### src/rtl/hwpe_ctrl_regfile_bist.sv
// March C- self-test initiator for the HWPE control regfile test port.
// Runs two backgrounds back-to-back and records the first read mismatch.
module hwpe_ctrl_regfile_bist #(
   parameter int ADDR_WIDTH = 5,
   parameter int DATA_WIDTH = 32,
   parameter int NUM_BYTE   = DATA_WIDTH/8
) (
   input  logic                  clk_i,
   input  logic                  rst_i,
   input  logic                  start_i,
   output logic                  bist_o,
   output logic                  csn_o,
   output logic                  wen_o,
   output logic [ADDR_WIDTH-1:0] addr_o,
   output logic [DATA_WIDTH-1:0] wdata_o,
   output logic [NUM_BYTE-1:0]   be_o,
   input  logic [DATA_WIDTH-1:0] rdata_i,
   output logic                  busy_o,
   output logic                  done_o,
   output logic                  fail_o,
   output logic [ADDR_WIDTH-1:0] fail_addr_o,
   output logic [2:0]            fail_elem_o,
   output logic                  fail_pass_o
);

   // state | meaning
   // IDLE  | waiting for start, bus parked
   // RUN   | issuing March C- ops, one per cycle
   // DRAIN | no op, compares the last read
   // DONE  | results held until start or reset
   localparam logic [1:0] S_IDLE  = 2'd0;
   localparam logic [1:0] S_RUN   = 2'd1;
   localparam logic [1:0] S_DRAIN = 2'd2;
   localparam logic [1:0] S_DONE  = 2'd3;

   localparam logic [ADDR_WIDTH-1:0] ADDR_MAX = '1;
   localparam logic [DATA_WIDTH-1:0] PAT_55   = {(DATA_WIDTH/2){2'b01}};

   logic [1:0]            state_q;
   logic [ADDR_WIDTH-1:0] addr_q;
   logic [2:0]            elem_q;
   logic                  pass_q;
   logic                  phase_q;

   logic                  chk_valid_q;
   logic [DATA_WIDTH-1:0] chk_exp_q;
   logic [ADDR_WIDTH-1:0] chk_addr_q;
   logic [2:0]            chk_elem_q;
   logic                  chk_pass_q;

   logic                  fail_q;
   logic [ADDR_WIDTH-1:0] fail_addr_q;
   logic [2:0]            fail_elem_q;
   logic                  fail_pass_q;

   logic [DATA_WIDTH-1:0] d0, d1, wr_pat, rd_exp;
   logic                  two_op, desc, is_read, op_last, addr_last, elem_last;

   always_comb begin
      d0        = pass_q ? PAT_55 : '0;
      d1        = ~d0;
      two_op    = (elem_q >= 3'd1) && (elem_q <= 3'd4);
      desc      = (elem_q == 3'd3) || (elem_q == 3'd4);
      is_read   = two_op ? ~phase_q : (elem_q == 3'd5);
      // Odd elements write D1; reads expect what the previous element wrote.
      wr_pat    = elem_q[0] ? d1 : d0;
      rd_exp    = elem_q[0] ? d0 : d1;
      op_last   = ~two_op | phase_q;
      addr_last = desc ? (addr_q == '0) : (addr_q == ADDR_MAX);
      elem_last = (elem_q == 3'd5);
   end

   always_comb begin
      csn_o   = 1'b1;
      wen_o   = 1'b1;
      addr_o  = '0;
      wdata_o = '0;
      be_o    = '0;
      if (state_q == S_RUN) begin
         csn_o   = 1'b0;
         wen_o   = is_read;
         addr_o  = addr_q;
         wdata_o = is_read ? '0 : wr_pat;
         be_o    = is_read ? '0 : '1;
      end
   end

   assign busy_o      = (state_q == S_RUN) || (state_q == S_DRAIN);
   assign bist_o      = busy_o;
   assign done_o      = (state_q == S_DONE);
   assign fail_o      = fail_q;
   assign fail_addr_o = fail_addr_q;
   assign fail_elem_o = fail_elem_q;
   assign fail_pass_o = fail_pass_q;

   always_ff @(posedge clk_i) begin
      if (rst_i) begin
         state_q     <= S_IDLE;
         addr_q      <= '0;
         elem_q      <= '0;
         pass_q      <= 1'b0;
         phase_q     <= 1'b0;
         chk_valid_q <= 1'b0;
         chk_exp_q   <= '0;
         chk_addr_q  <= '0;
         chk_elem_q  <= '0;
         chk_pass_q  <= 1'b0;
         fail_q      <= 1'b0;
         fail_addr_q <= '0;
         fail_elem_q <= '0;
         fail_pass_q <= 1'b0;
      end else begin
         case (state_q)
            S_IDLE, S_DONE: begin
               chk_valid_q <= 1'b0;
               if (start_i) begin
                  state_q     <= S_RUN;
                  addr_q      <= '0;
                  elem_q      <= '0;
                  pass_q      <= 1'b0;
                  phase_q     <= 1'b0;
                  fail_q      <= 1'b0;
                  fail_addr_q <= '0;
                  fail_elem_q <= '0;
                  fail_pass_q <= 1'b0;
               end
            end
            S_RUN: begin
               chk_valid_q <= is_read;
               chk_exp_q   <= rd_exp;
               chk_addr_q  <= addr_q;
               chk_elem_q  <= elem_q;
               chk_pass_q  <= pass_q;
               if (!op_last) begin
                  phase_q <= 1'b1;
               end else begin
                  phase_q <= 1'b0;
                  if (!addr_last) begin
                     addr_q <= desc ? addr_q - 1'b1 : addr_q + 1'b1;
                  end else if (elem_last) begin
                     elem_q <= '0;
                     addr_q <= '0;
                     pass_q <= ~pass_q;
                     if (pass_q) state_q <= S_DRAIN;
                  end else begin
                     elem_q <= elem_q + 3'd1;
                     // Elements 3 and 4 walk downward from the top address.
                     addr_q <= ((elem_q == 3'd2) || (elem_q == 3'd3)) ? ADDR_MAX : '0;
                  end
               end
            end
            S_DRAIN: begin
               chk_valid_q <= 1'b0;
               state_q     <= S_DONE;
            end
            default: state_q <= S_IDLE;
         endcase

         if (chk_valid_q && (rdata_i != chk_exp_q) && !fail_q) begin
            fail_q      <= 1'b1;
            fail_addr_q <= chk_addr_q;
            fail_elem_q <= chk_elem_q;
            fail_pass_q <= chk_pass_q;
         end
      end
   end

endmodule

### config.mk
export PLATFORM = sky130hd
export DESIGN_NAME = hwpe_ctrl_regfile_bist
export DESIGN_NICKNAME = d
export VERILOG_FILES = /design/src/rtl/hwpe_ctrl_regfile_bist.sv
export SDC_FILE = /design/constraint.sdc
export NUM_CORES = 1
export LEC_CHECK = 0
export ABC_AREA = 1
export CAP_MARGIN = 20
export CORE_MARGIN = 1.5
export CORE_UTILIZATION = 44
export DETAILED_ROUTE_END_ITERATION = 6
export GPL_ROUTABILITY_DRIVEN = 0
export GPL_TIMING_DRIVEN = 0
export PLACE_DENSITY = 0.83
export SYNTH_ARGS = -nofsm -noshare
export SYNTH_HDL_FRONTEND = slang
export SYNTH_SLANG_ARGS = --single-unit
### constraint.sdc
create_clock -name clk_i -period 2.8 [get_ports clk_i]
set_input_delay 0.7 -clock clk_i [delete_from_list [all_inputs] [get_ports clk_i]]
set_output_delay 0.7 -clock clk_i [all_outputs]
set_load 0.005 [all_outputs]
# Yosys cells after proc, flatten, opt, wreduce, memory -nomap -nowiden
# Cells that the tools add are included.
# op_classes
addsub	3
order_cmp	2
n_eq_ne	14
muxes	45
bitwise	5
reduce_logical	20
# op_table
operator	n
two-way mux 32 bit	4
two-way mux 5 bit	9
inequality test 32 bit	1
inverter 31 -> 32 bit	1
two-way mux 31 bit	1
two-way mux 3 bit	6
two-way mux 1 bit	12
two-way mux 2 bit	5
inequality test 2 bit (second input constant)	5
case mux 5 bit (2 select lines)	1
AND reduction 5 bit	2
two-way mux 4 bit	2
equality test 3 x 2 -> 1 bit (second input constant)	2
equality test 3 bit (second input constant)	2
case mux 1 bit (2 select lines)	3
case mux 2 bit (3 select lines)	1
case mux 3 bit (2 select lines)	1
nonzero test 2 bit	3
adder 5 x 1 -> 5 bit (second input constant)	1
equality test 5 bit (second input constant)	1
zero test 5 bit	1
subtractor 5 x 1 -> 5 bit (second input constant)	1
equality test 2 bit (second input constant)	2
AND reduction 2 bit	2
other kinds (14)	20
# word_totals
ff_bits	64
inputBits	35
output_inout_bits	56
word_cells	103

# Longest topological paths before layout
# Gate-level depths: netlist (run 1).
# logic_depth
word_depth	7
ltp_mapped	14
mapped_depth_nobuf	13

# Least setup slack after synthesis (run 1)
# No wires, ideal clock.
# synth_timing
path_type	reg2out
startpoint	register state_q[1]
endpoint	output wdata_o[11]
arrival_time_ns	1.787
required_time_ns	2.100
path_slack_ns	0.313
path_stages_with_launch	9
n_path_buf	2
path_cell_list	dfxtp_1 -> inv_1 -> ha_1 -> buf_2 -> nand2_1 -> inv_1 -> nand2_1 -> nor2_1 -> buf_4
# synth_via
elab_chain_cells	2
# synth_rtl
item	line	rtl
start: declaration	39	logic [1:0] state_q;
start signal: assignment	98	state_q <= S_IDLE;
start signal: assignment	117	state_q <= S_RUN;
start signal: assignment	144	if (pass_q) state_q <= S_DRAIN;
equality test 2 x 1 -> 1 bit	79	if (state_q == S_RUN) begin
two-way mux 32 bit	79	
end: declaration	15	output logic [DATA_WIDTH-1:0] wdata_o,
# No other way between the ends.

# Worst setup path in the final report (run 1)
# layout_timing
startpoint	register elem_q[0]
endpoint	output wdata_o[20]
# layout_via
elab_chain_cells	5
word_cells_on_any_way	8
cone_classes	order compare (2); eq/ne (1); mux (4); reduce/logical (1)
# layout_rtl
item	line	rtl
start: declaration	41	logic [2:0] elem_q;
start signal: assignment	146	elem_q <= elem_q + 3'd1;
>= comparator 3 x 1 -> 1 bit / <= comparator 3 bit (equally long branches)	62	two_op = (elem_q >= 3'd1) && (elem_q <= 3'd4);
logical AND 1 bit	62	
two-way mux 1 bit	64	is_read = two_op ? ~phase_q : (elem_q == 3'd5);
two-way mux 32 bit (*)	83	wdata_o = is_read ? '0 : wr_pat;
two-way mux 32 bit (*)	79	
# Mark *: on every way between the ends. The rest lies on a longest branch, timed or not.

==> impl_metrics.toml, run 1 <==
[outcome]
outcome = "finished, final reports clean"

[critical_path]
required_ns = 2.10
crit_path_end = "wdata_o[20]"
rrSetupSlack_ns = 0.72
crit_chain = "buf_6 -> o21ai_2 -> nand3_2 -> nand2_4 -> nor2_4 -> buf_12 -> buf_4 -> clkdlybuf4s50_1"
worstPathMaxFanout = 16
crit_path_end_kind = "output port"
slowest_delay_ns = 0.43
r2r_cells = 14
r2r-end = "addr_q[4]"
worst_path_max_delay_cell = "clkdlybuf4s50_1"
crit_path_start_kind = "flip-flop"
crit_arrival_ns = 2.06
cp-startpoint = "elem_q[0]"
r2r_start = "elem_q[0]"
path_class = "reg2out"

[floorplan]
die_h_microns = 75.3
die_area_sq_um = 5680
fp-row-count = 26
core_area_sq_um = 5070
start_util = 0.454
die_w_microns = 75.3
io-pin-count = 91

[sta]
report.final.setup_viol = 0
holdWs_ns = 0.475
fin_crit_ns = 2.76
fin_crit_sh = 0.985
slew_violations = 0
tightest_slew_ns = 0.675
max_freq_mhz = 363
finalWorstSetupSlack_ns = 0.0420
hold_violations = 0
rsz0062_at_grt = "yes"
fin_skew_ns = 0.00437
slew_headroom = 0.548
fin_setup_tns_ns = 0

[clock_network]
cts_max_path_buffers = 2
cts_root_buffer = "clkbuf_8"
htree_levels = 2
path_clk_slew_ns = 0.07
clock_sinks = 34
numCtsBuffers = 5
postCtsHoldBufs = 0
clock_latency_ns = 0.29
cts_tree = "built"

[cells_and_area]
fin_util = 0.690
diodes = 0
fin_nets = 490
area_growth_pct = 52.0
n_fill_cell = 416
final-instance-count-excl-fill = 515
mostFrequentLayoutCells = "clkdlybuf4s50_1 (85), nand2_1 (72), nor2_1 (49)"
final_area_sq_um = 3500
layout-drive-gt1-share = 0.204
final_common_cell = "clkdlybuf4s50_1"

[placement]
dp.final_hpwl_microns = 4620
io_buffer_count = 90
dpl-instance-area_sq_um = 3290
dp.cells = 501
post-place-ws_ns = -0.574

[power]
p_leak_nw = 1.55
total_power_mw = 2.37
power_density_nw_per_um2 = 676
vdd_ir_drop_max_mv = 0.562

[yosys]
synth.area.top_cells = "dfxtp_1 (30%), nand2_1 (12%), buf_4 (12%)"
async_flop_share = 0
synth_area_sq_um = 2300
synth_seq_area_share = 0.296
yosys_warnings = 0
avgSynthCellArea_sq_um = 6.75
synth_nets = 387
yosys.area.top_type = "dfxtp_1"
syn_inst = 341
synth-edff-count = 0
synth.distinct_cells = 31
synthFlopType = "dfxtp_1"
yosysTopAreaCellShare = 0.296
yosys_register_bits = 34

[global_routing]
antenna_found_initial = 0
grt_first_pass_wirelength_microns = 9340
grt_max_degree = 17
groute.usage.overall = 0.212
gr-total-overflow = 0
grt_pass1_vias = 2125

[detailed_routing]
routed_wl_microns = 6320
viasPerCell = 4.84
via_count = 2492
wl_per_cell_microns = 12.3
first_iter_violations = 139
ant_nets = 0
drtPass1Iterations = 4
drc = 0

[min_path]
min_path_type = "reg2reg"

[job]
drv_cap = 0
-- sequential cells by signal, indices dropped and copies added (netlist names), 2 cells and up --
| signal | count |
|---|---|
| addr_q | 5 |
| chk_addr_q | 5 |
| fail_addr_o | 5 |
| chk_elem_q | 3 |
| elem_q | 3 |
| fail_elem_o | 3 |
| chk_exp_q | 2 |
| state_q | 2 |
-- cell families (layout without fill, tap and decap cells) --
group	after synthesis	count (layout)	synth area share
buffers and inverters	71	175	0.179
flip-flops	34	34	0.296
XOR/XNOR	3	3	0.0114
AND/OR/NAND/NOR	182	182	0.355
adder cells (fa/ha/maj)	11	11	0.0630
AO/OA/AOI/OAI	40	40	0.0957
-- where the power goes --
group	internal (mW)	leakage (nW)	switching, mW
clock network	0.198	0.0472	0.184
registers	0.560	0.277	0.0568
logic	0.686	1.23	0.684
-- Yosys cell counts, drive strengths merged (2+ instances only) --
| cell type | n |
|---|---|
| xnor2 | 2 |
| o21ai | 13 |
| a21oi | 25 |
| nand3b | 8 |
| nand4 | 3 |
| nand2 | 80 |
| buf | 39 |
| clkbuf | 3 |
| nand3 | 31 |
| ha | 10 |
| nor2 | 57 |
| inv | 29 |
| a211oi | 2 |
| dfxtp | 34 |
-- worst min-delay path by stage --
stage,startpoint,endpoint,slack (ns),depth (start not counted)
4_1_cts,chk_addr_q[1],chk_addr_q[1],0.47,2
2_1_floorplan,phase_q,phase_q,0.44,2
3_3_place_gp,chk_addr_q[1],chk_addr_q[1],0.45,2
3_5_place_dp,chk_addr_q[1],chk_addr_q[1],0.46,2
6_report,chk_addr_q[1],chk_addr_q[1],0.47,2
5_1_grt,chk_addr_q[1],chk_addr_q[1],0.49,2
-- critical path, delay by kind of cell, from the launching register on --
kind / cells / cell delay [ns]
buffers and inverters: 4 / 0.84
AOI/OAI and AO/OA: 1 / 0.23
and+or+nand+nor: 3 / 0.38
DFF: 1 / 0.31
-- what timing repair did --
| action | CTS | global route |
|---|---|---|
| resized for setup | 15 | 13 |
| setup endpoints to repair | 41 | 34 |
| pin swaps | 3 | 0 |
| buffers inserted | 6 | 0 |
-- cell type report --
| class | count | area [sq um] | area share |
|---|---|---|---|
| Buffer | 42 | 310 | 0.0887 |
| Clock buffer | 6 | 82.6 | 0.0236 |
| Timing Repair Buffer | 96 | 960 | 0.274 |
| Sequential cell | 34 | 686 | 0.196 |
| Clock inverter | 2 | 12.5 | 0.00358 |
| Multi-Input combinational cell | 236 | 1250 | 0.357 |
| Tap cell | 70 | 87.6 | 0.0250 |
| Inverter | 29 | 111 | 0.0318 |
-- layer usage --
layer / part of all wire / global-route usage / routed length (microns) / vias up
li1: - / - / - / 1269
met1: 0.39 / 0.241 / 2470 / 1102
met2: 0.51 / 0.403 / 3220 / 104
met3: 0.078 / 0.0410 / 492 / 17
met4: 0.021 / 0.0536 / 133 / 0
met5: 0 / 0 / 0 / -
(Power assumes the default switching activity.)
==> run 2: changes to the inputs <==
--- a/config.mk
+++ b/config.mk
@@ -12,7 +12,7 @@
 export DETAILED_ROUTE_END_ITERATION = 6
 export GPL_ROUTABILITY_DRIVEN = 0
 export GPL_TIMING_DRIVEN = 0
-export PLACE_DENSITY = 0.83
+export PLACE_DENSITY = 0.92
 export SYNTH_ARGS = -nofsm -noshare
 export SYNTH_HDL_FRONTEND = slang
 export SYNTH_SLANG_ARGS = --single-unit
==> run 2 against run 1 <==
The flow now finishes with violations (design-rule violations, negative setup slack); final cell count up 2.5%; largest cell class unchanged; clock power up 24%; routed wire length up 24%.
==> impl_metrics.toml, run 2 (synthesis results as in run 1) <==
[sta]
holdWs_ns = 0.480
hold_violations = 0
slew_headroom = 0.506
finalWorstSetupSlack_ns = -0.170
report.final.setup_viol = 30
fin_crit_ns = 2.97
fin_crit_sh = 1.06
fin_skew_ns = 0.00174
slew_violations = 0
tightest_slew_ns = 0.739
rsz0062_at_grt = "yes"
max_freq_mhz = 337

[outcome]
violations = "design-rule violations, negative setup slack"
outcome = "complete, but fails checks"

[min_path]
min_path_type = "reg2reg"
hp-start = "chk_addr_q[3]"

[global_routing]
groute.usage.overall = 0.255
grt_max_degree = 17
grt_pass1_vias = 2430
antenna_found_initial = 0
grt_first_pass_wirelength_microns = 11000
gr-total-overflow = 0

[cells_and_area]
final_common_cell = "clkdlybuf4s50_1"
diodes = 0
regArea_sq_um = 684
n_fill_cell = 356
layout-drive-gt1-share = 0.221
final_area_sq_um = 3670
mostFrequentLayoutCells = "clkdlybuf4s50_1 (82), nand2_1 (72), buf_4 (54)"
final-instance-count-excl-fill = 528
area_growth_pct = 59.3
fin_nets = 504
multi_input_area_sq_um = 1260
fin_util = 0.723

[clock_network]
postCtsHoldBufs = 0
htree_levels = 2
clock_latency_ns = 0.29
numCtsBuffers = 5
cts_root_buffer = "clkbuf_8"
path_clk_slew_ns = 0.07
cts_max_path_buffers = 2
cts_tree = "built"
clock_sinks = 34

[critical_path]
crit_path_start_kind = "flip-flop"
path_buf_inv = 16
critPathTopFamily = "buffers and inverters"
required_ns = 2.99
worstPathMaxFanout = 8
cp_common_cell = "buf_4"
crit_arrival_ns = 3.16
crit_path_end_kind = "flip-flop"
r2r_start = "elem_q[0]"
cp-startpoint = "elem_q[0]"
slowest_delay_ns = 0.34
worst_path_max_delay_cell = "dfxtp_1"
path_class = "reg2reg"
crit_chain = "buf_6 -> inv_4 -> nor2_2 -> nand2_2 -> buf_4 -> buf_4 -> buf_4 -> buf_4 -> buf_4 -> buf_4 -> buf_4 -> buf_4 -> buf_4 -> buf_4 -> buf_4 -> buf_4 -> buf_4 -> nand2_1 -> nand3_2 -> nand2_4 -> inv_2 -> nand2_1 -> nand2_1"

[floorplan]
die_w_microns = 75.3
fp-row-count = 26
start_util = 0.454
die_h_microns = 75.3
io-pin-count = 91
die_area_sq_um = 5680
core_area_sq_um = 5070

[placement]
dpl-instance-area_sq_um = 3290
post-place-ws_ns = -0.547
dp.final_hpwl_microns = 4880
dp.cells = 501
io_buffer_count = 90

[detailed_routing]
drc = 2
wl_per_cell_microns = 14.8
ant_nets = 0
viasPerCell = 5.17
via_count = 2728
drtPass1Iterations = 7
routed_wl_microns = 7810
first_iter_violations = 286

[job]
drv_cap = 0

[power]
p_leak_nw = 1.72
vdd_ir_drop_max_mv = 0.326
power_density_nw_per_um2 = 692
[run 2: cell types whose count changed in the layout (fill, tap and decap cells not counted), sizes merged]
cell,previous run,this run
dlymetal6s2s,0,5
clkbuf,9,10
bufinv,0,1
clkinvlp,1,0
clkdlybuf4s50,85,82
dlygate4sd2,1,2
clkinv,1,0
buf,49,59
[run 2: worst register-to-register path, delay by kind of cell (launching register included)]
| kind | cells | cell delay [ns] |
|---|---|---|
| buf+inv | 16 | 1.92 |
| flops | 1 | 0.34 |
| simple gates | 7 | 0.61 |
[run 2: area by class of cell]
type,count,area share
sequential,34,0.187
tap,70,0.0239
buffer,42,0.0846
multi-input combinational,236,0.344
clock inverter,1,0.00819
clock buffer,6,0.0225
timing repair buffer,110,0.300
inverter,29,0.0304
[run 2: worst paths after layout]
kind / end / slack [ns] / depth (start not counted)
setup / recovery: addr_q[4] / -0.17 / 23
hold / removal: chk_addr_q[3] / 0.48 / 2
setup reg to reg: addr_q[4] / -0.17 / 23
hold reg to reg: chk_addr_q[3] / 0.48 / 2
[run 2: metrics by stage]
step,total power [mW],TNS (ns)
global placement,1.81,-12.58
finish,2.54,-2.22
detailed placement,1.86,-16.64
global route,2.67,-3.62
floorplan,1.34,0
CTS,2.43,0
[run 2: layer usage]
| metal | GRT usage | wire length, microns | part of all wire | up-vias |
|---|---|---|---|---|
| met1 | 0.296 | 3010 | 0.39 | 1228 |
| met2 | 0.441 | 3780 | 0.48 | 161 |
| met5 | 0 | 0 | 0 | - |
| li1 | - | - | - | 1299 |
| met3 | 0.0714 | 702 | 0.090 | 40 |
| met4 | 0.107 | 311 | 0.040 | 0 |
[run 2: power breakdown]
part           leakage [nW]  internal, mW  total [mW]  switching, mW
sequential            0.277         0.560       0.621         0.0618
combinational          1.38         0.706        1.45          0.740
clock                0.0573         0.285       0.471          0.186
[run 2: timing repair]
item / in CTS / in global routing
gates resized for setup: 16 / 16
cloned: 0 / 1
setup buffers: 18 / 1
setup endpoints to repair: 41 / 44
pin swaps: 3 / 1
==> run 3: changes to the inputs <==
==> constraint.sdc (replaced) <==
create_clock -name clk_i -period 2.8 [get_ports clk_i]
set_input_delay 0.56 -clock clk_i [delete_from_list [all_inputs] [get_ports clk_i]]
set_output_delay 0.56 -clock clk_i [all_outputs]
set_load 0.005 [all_outputs]
==> run 3 against run 2 <==
The run now ends clean; power fell by 2.0%; cell area fell by 4.2%; sequential share of layout area rose by 0.82 points; utilization fell by 3.0 points; clock skew rose by 0.0054 ns; highest routed layer unchanged; global-route usage fell by 2.0 points; routed wire length fell by 12%; sequential power barely moved; count of clock-buffer cells in the layout did not move; via count fell by 5.3%; first-iteration DRC count fell by 32%.
==> impl_metrics.toml, run 3 (synthesis results as in run 1) <==
[outcome]
outcome = "finished, final reports clean"

[detailed_routing]
drtPass1Iterations = 5
via_count = 2584
viasPerCell = 5.03
drc = 0
routed_wl_microns = 6880
ant_nets = 0
wl_per_cell_microns = 13.4
first_iter_violations = 194

[cells_and_area]
area_growth_pct = 52.6
regArea_sq_um = 684
n_fill_cell = 393
final_common_cell = "clkdlybuf4s50_1"
fin_nets = 490
fin_util = 0.692
multi_input_area_sq_um = 1240
final-instance-count-excl-fill = 514
layout-drive-gt1-share = 0.187
mostFrequentLayoutCells = "clkdlybuf4s50_1 (90), nand2_1 (72), nor2_1 (49)"
final_area_sq_um = 3510
diodes = 0

[min_path]
hp-start = "chk_addr_q[2]"
min_path_type = "reg2reg"

[power]
vdd_ir_drop_max_mv = 0.321
total_power_mw = 2.49
p_leak_nw = 1.55
power_density_nw_per_um2 = 708

[critical_path]
r2r_cells = 14
r2r_start = "elem_q[0]"
cp.depth = 11
cp_common_cell = "nand2_2"
path_class = "reg2out"
worst_path_max_delay_cell = "clkdlybuf4s50_1"
cp-startpoint = "elem_q[0]"
path_buf_inv = 6
worstPathMaxFanout = 16
crit_arrival_ns = 2.20
crit_chain = "buf_6 -> inv_2 -> nor2_2 -> nand2_2 -> nand2_2 -> inv_1 -> nand2_2 -> nor2_4 -> buf_12 -> buf_4 -> clkdlybuf4s50_1"
crit_path_end_kind = "output port"
r2r-end = "addr_q[4]"
crit_path_end = "wdata_o[15]"
required_ns = 2.24
rrSetupSlack_ns = 0.72
critPathTopFamily = "buffers and inverters"
crit_path_start_kind = "flip-flop"
slowest_delay_ns = 0.51

[clock_network]
htree_levels = 2
clock_sinks = 34
cts_root_buffer = "clkbuf_8"
path_clk_slew_ns = 0.07
postCtsHoldBufs = 0
clock_latency_ns = 0.29
cts_tree = "built"
cts_max_path_buffers = 2
numCtsBuffers = 5

[sta]
hold_violations = 0
fin_crit_ns = 2.76
slew_violations = 0
holdWs_ns = 0.469
max_freq_mhz = 363
fin_setup_tns_ns = 0
finalWorstSetupSlack_ns = 0.0433
tightest_slew_ns = 0.687
slew_headroom = 0.540
fin_crit_sh = 0.985
report.final.setup_viol = 0
fin_skew_ns = 0.00712

[floorplan]
die_h_microns = 75.3
fp-row-count = 26
core_area_sq_um = 5070
start_util = 0.454
io-pin-count = 91
die_area_sq_um = 5680
die_w_microns = 75.3

[global_routing]
grt_first_pass_wirelength_microns = 10200
gr-total-overflow = 0
grt_pass1_vias = 2347
groute.usage.overall = 0.234
grt_max_degree = 17
antenna_found_initial = 0

[job]
drv_cap = 0

[placement]
io_buffer_count = 90
dp.final_hpwl_microns = 4880
dpl-instance-area_sq_um = 3290
post-place-ws_ns = -0.407
dp.cells = 501
run 3: cell count changes in the layout (fill, tap and decap cells not counted), sizes merged:
cell	change
buf	-14
clkbuf	-1
clkdlybuf4s50	+8
dlygate4sd2	-2
dlymetal6s2s	-5
run 3: worst register-to-register path, cell delays in order, from the launching register on:
cell	delay, ns
dfxtp_1	0.32
buf_6	0.14
nand2_1	0.07
inv_1	0.08
o21ai_4	0.21
inv_1	0.15
fa_1	0.42
nand2_1	0.09
nand2_1	0.05
a21oi_1	0.16
nor2_1	0.07
nor2_1	0.08
nand2_1	0.06
nand2_1	0.06
nand2_1	0.05
run 3: where the power goes:
part           switching, mW  internal [mW]  total [mW]
Sequential            0.0594          0.560       0.619
Combinational          0.708          0.689        1.40
Clock                  0.187          0.285       0.472
Total                  0.955           1.53        2.49
run 3: worst min-delay path by stage:
| stage | to | slack [ns] | cells after the start |
|---|---|---|---|
| after floorplan | phase_q | 0.44 | 2 |
| after global placement | chk_addr_q[2] | 0.45 | 2 |
| after detailed placement | chk_addr_q[2] | 0.46 | 2 |
| after CTS | chk_addr_q[2] | 0.47 | 2 |
| after global routing | chk_addr_q[2] | 0.49 | 2 |
| final | chk_addr_q[2] | 0.47 | 2 |
run 3: per-layer routing:
layer	vias up	GRT usage	part of all wire	wire, microns
met3	26	0.0648	0.085	588
met2	124	0.437	0.51	3510
met5	-	0	0	0
met1	1175	0.251	0.37	2570
li1	1259	-	-	-
met4	0	0.0873	0.031	216
run 3: layout make-up:
type | count | area share
Multi-Input combinational cell | 236 | 0.353
Timing Repair Buffer | 96 | 0.276
Sequential cell | 34 | 0.195
Buffer | 42 | 0.0880
Inverter | 29 | 0.0310
Tap cell | 70 | 0.0249
Clock buffer | 6 | 0.0235
Clock inverter | 1 | 0.00855
run 3: timing repair:
action	in CTS	in global routing
setup endpoints to repair	35	31
resized for setup	11	5
setup buffers	5	1
pin swaps	2	1
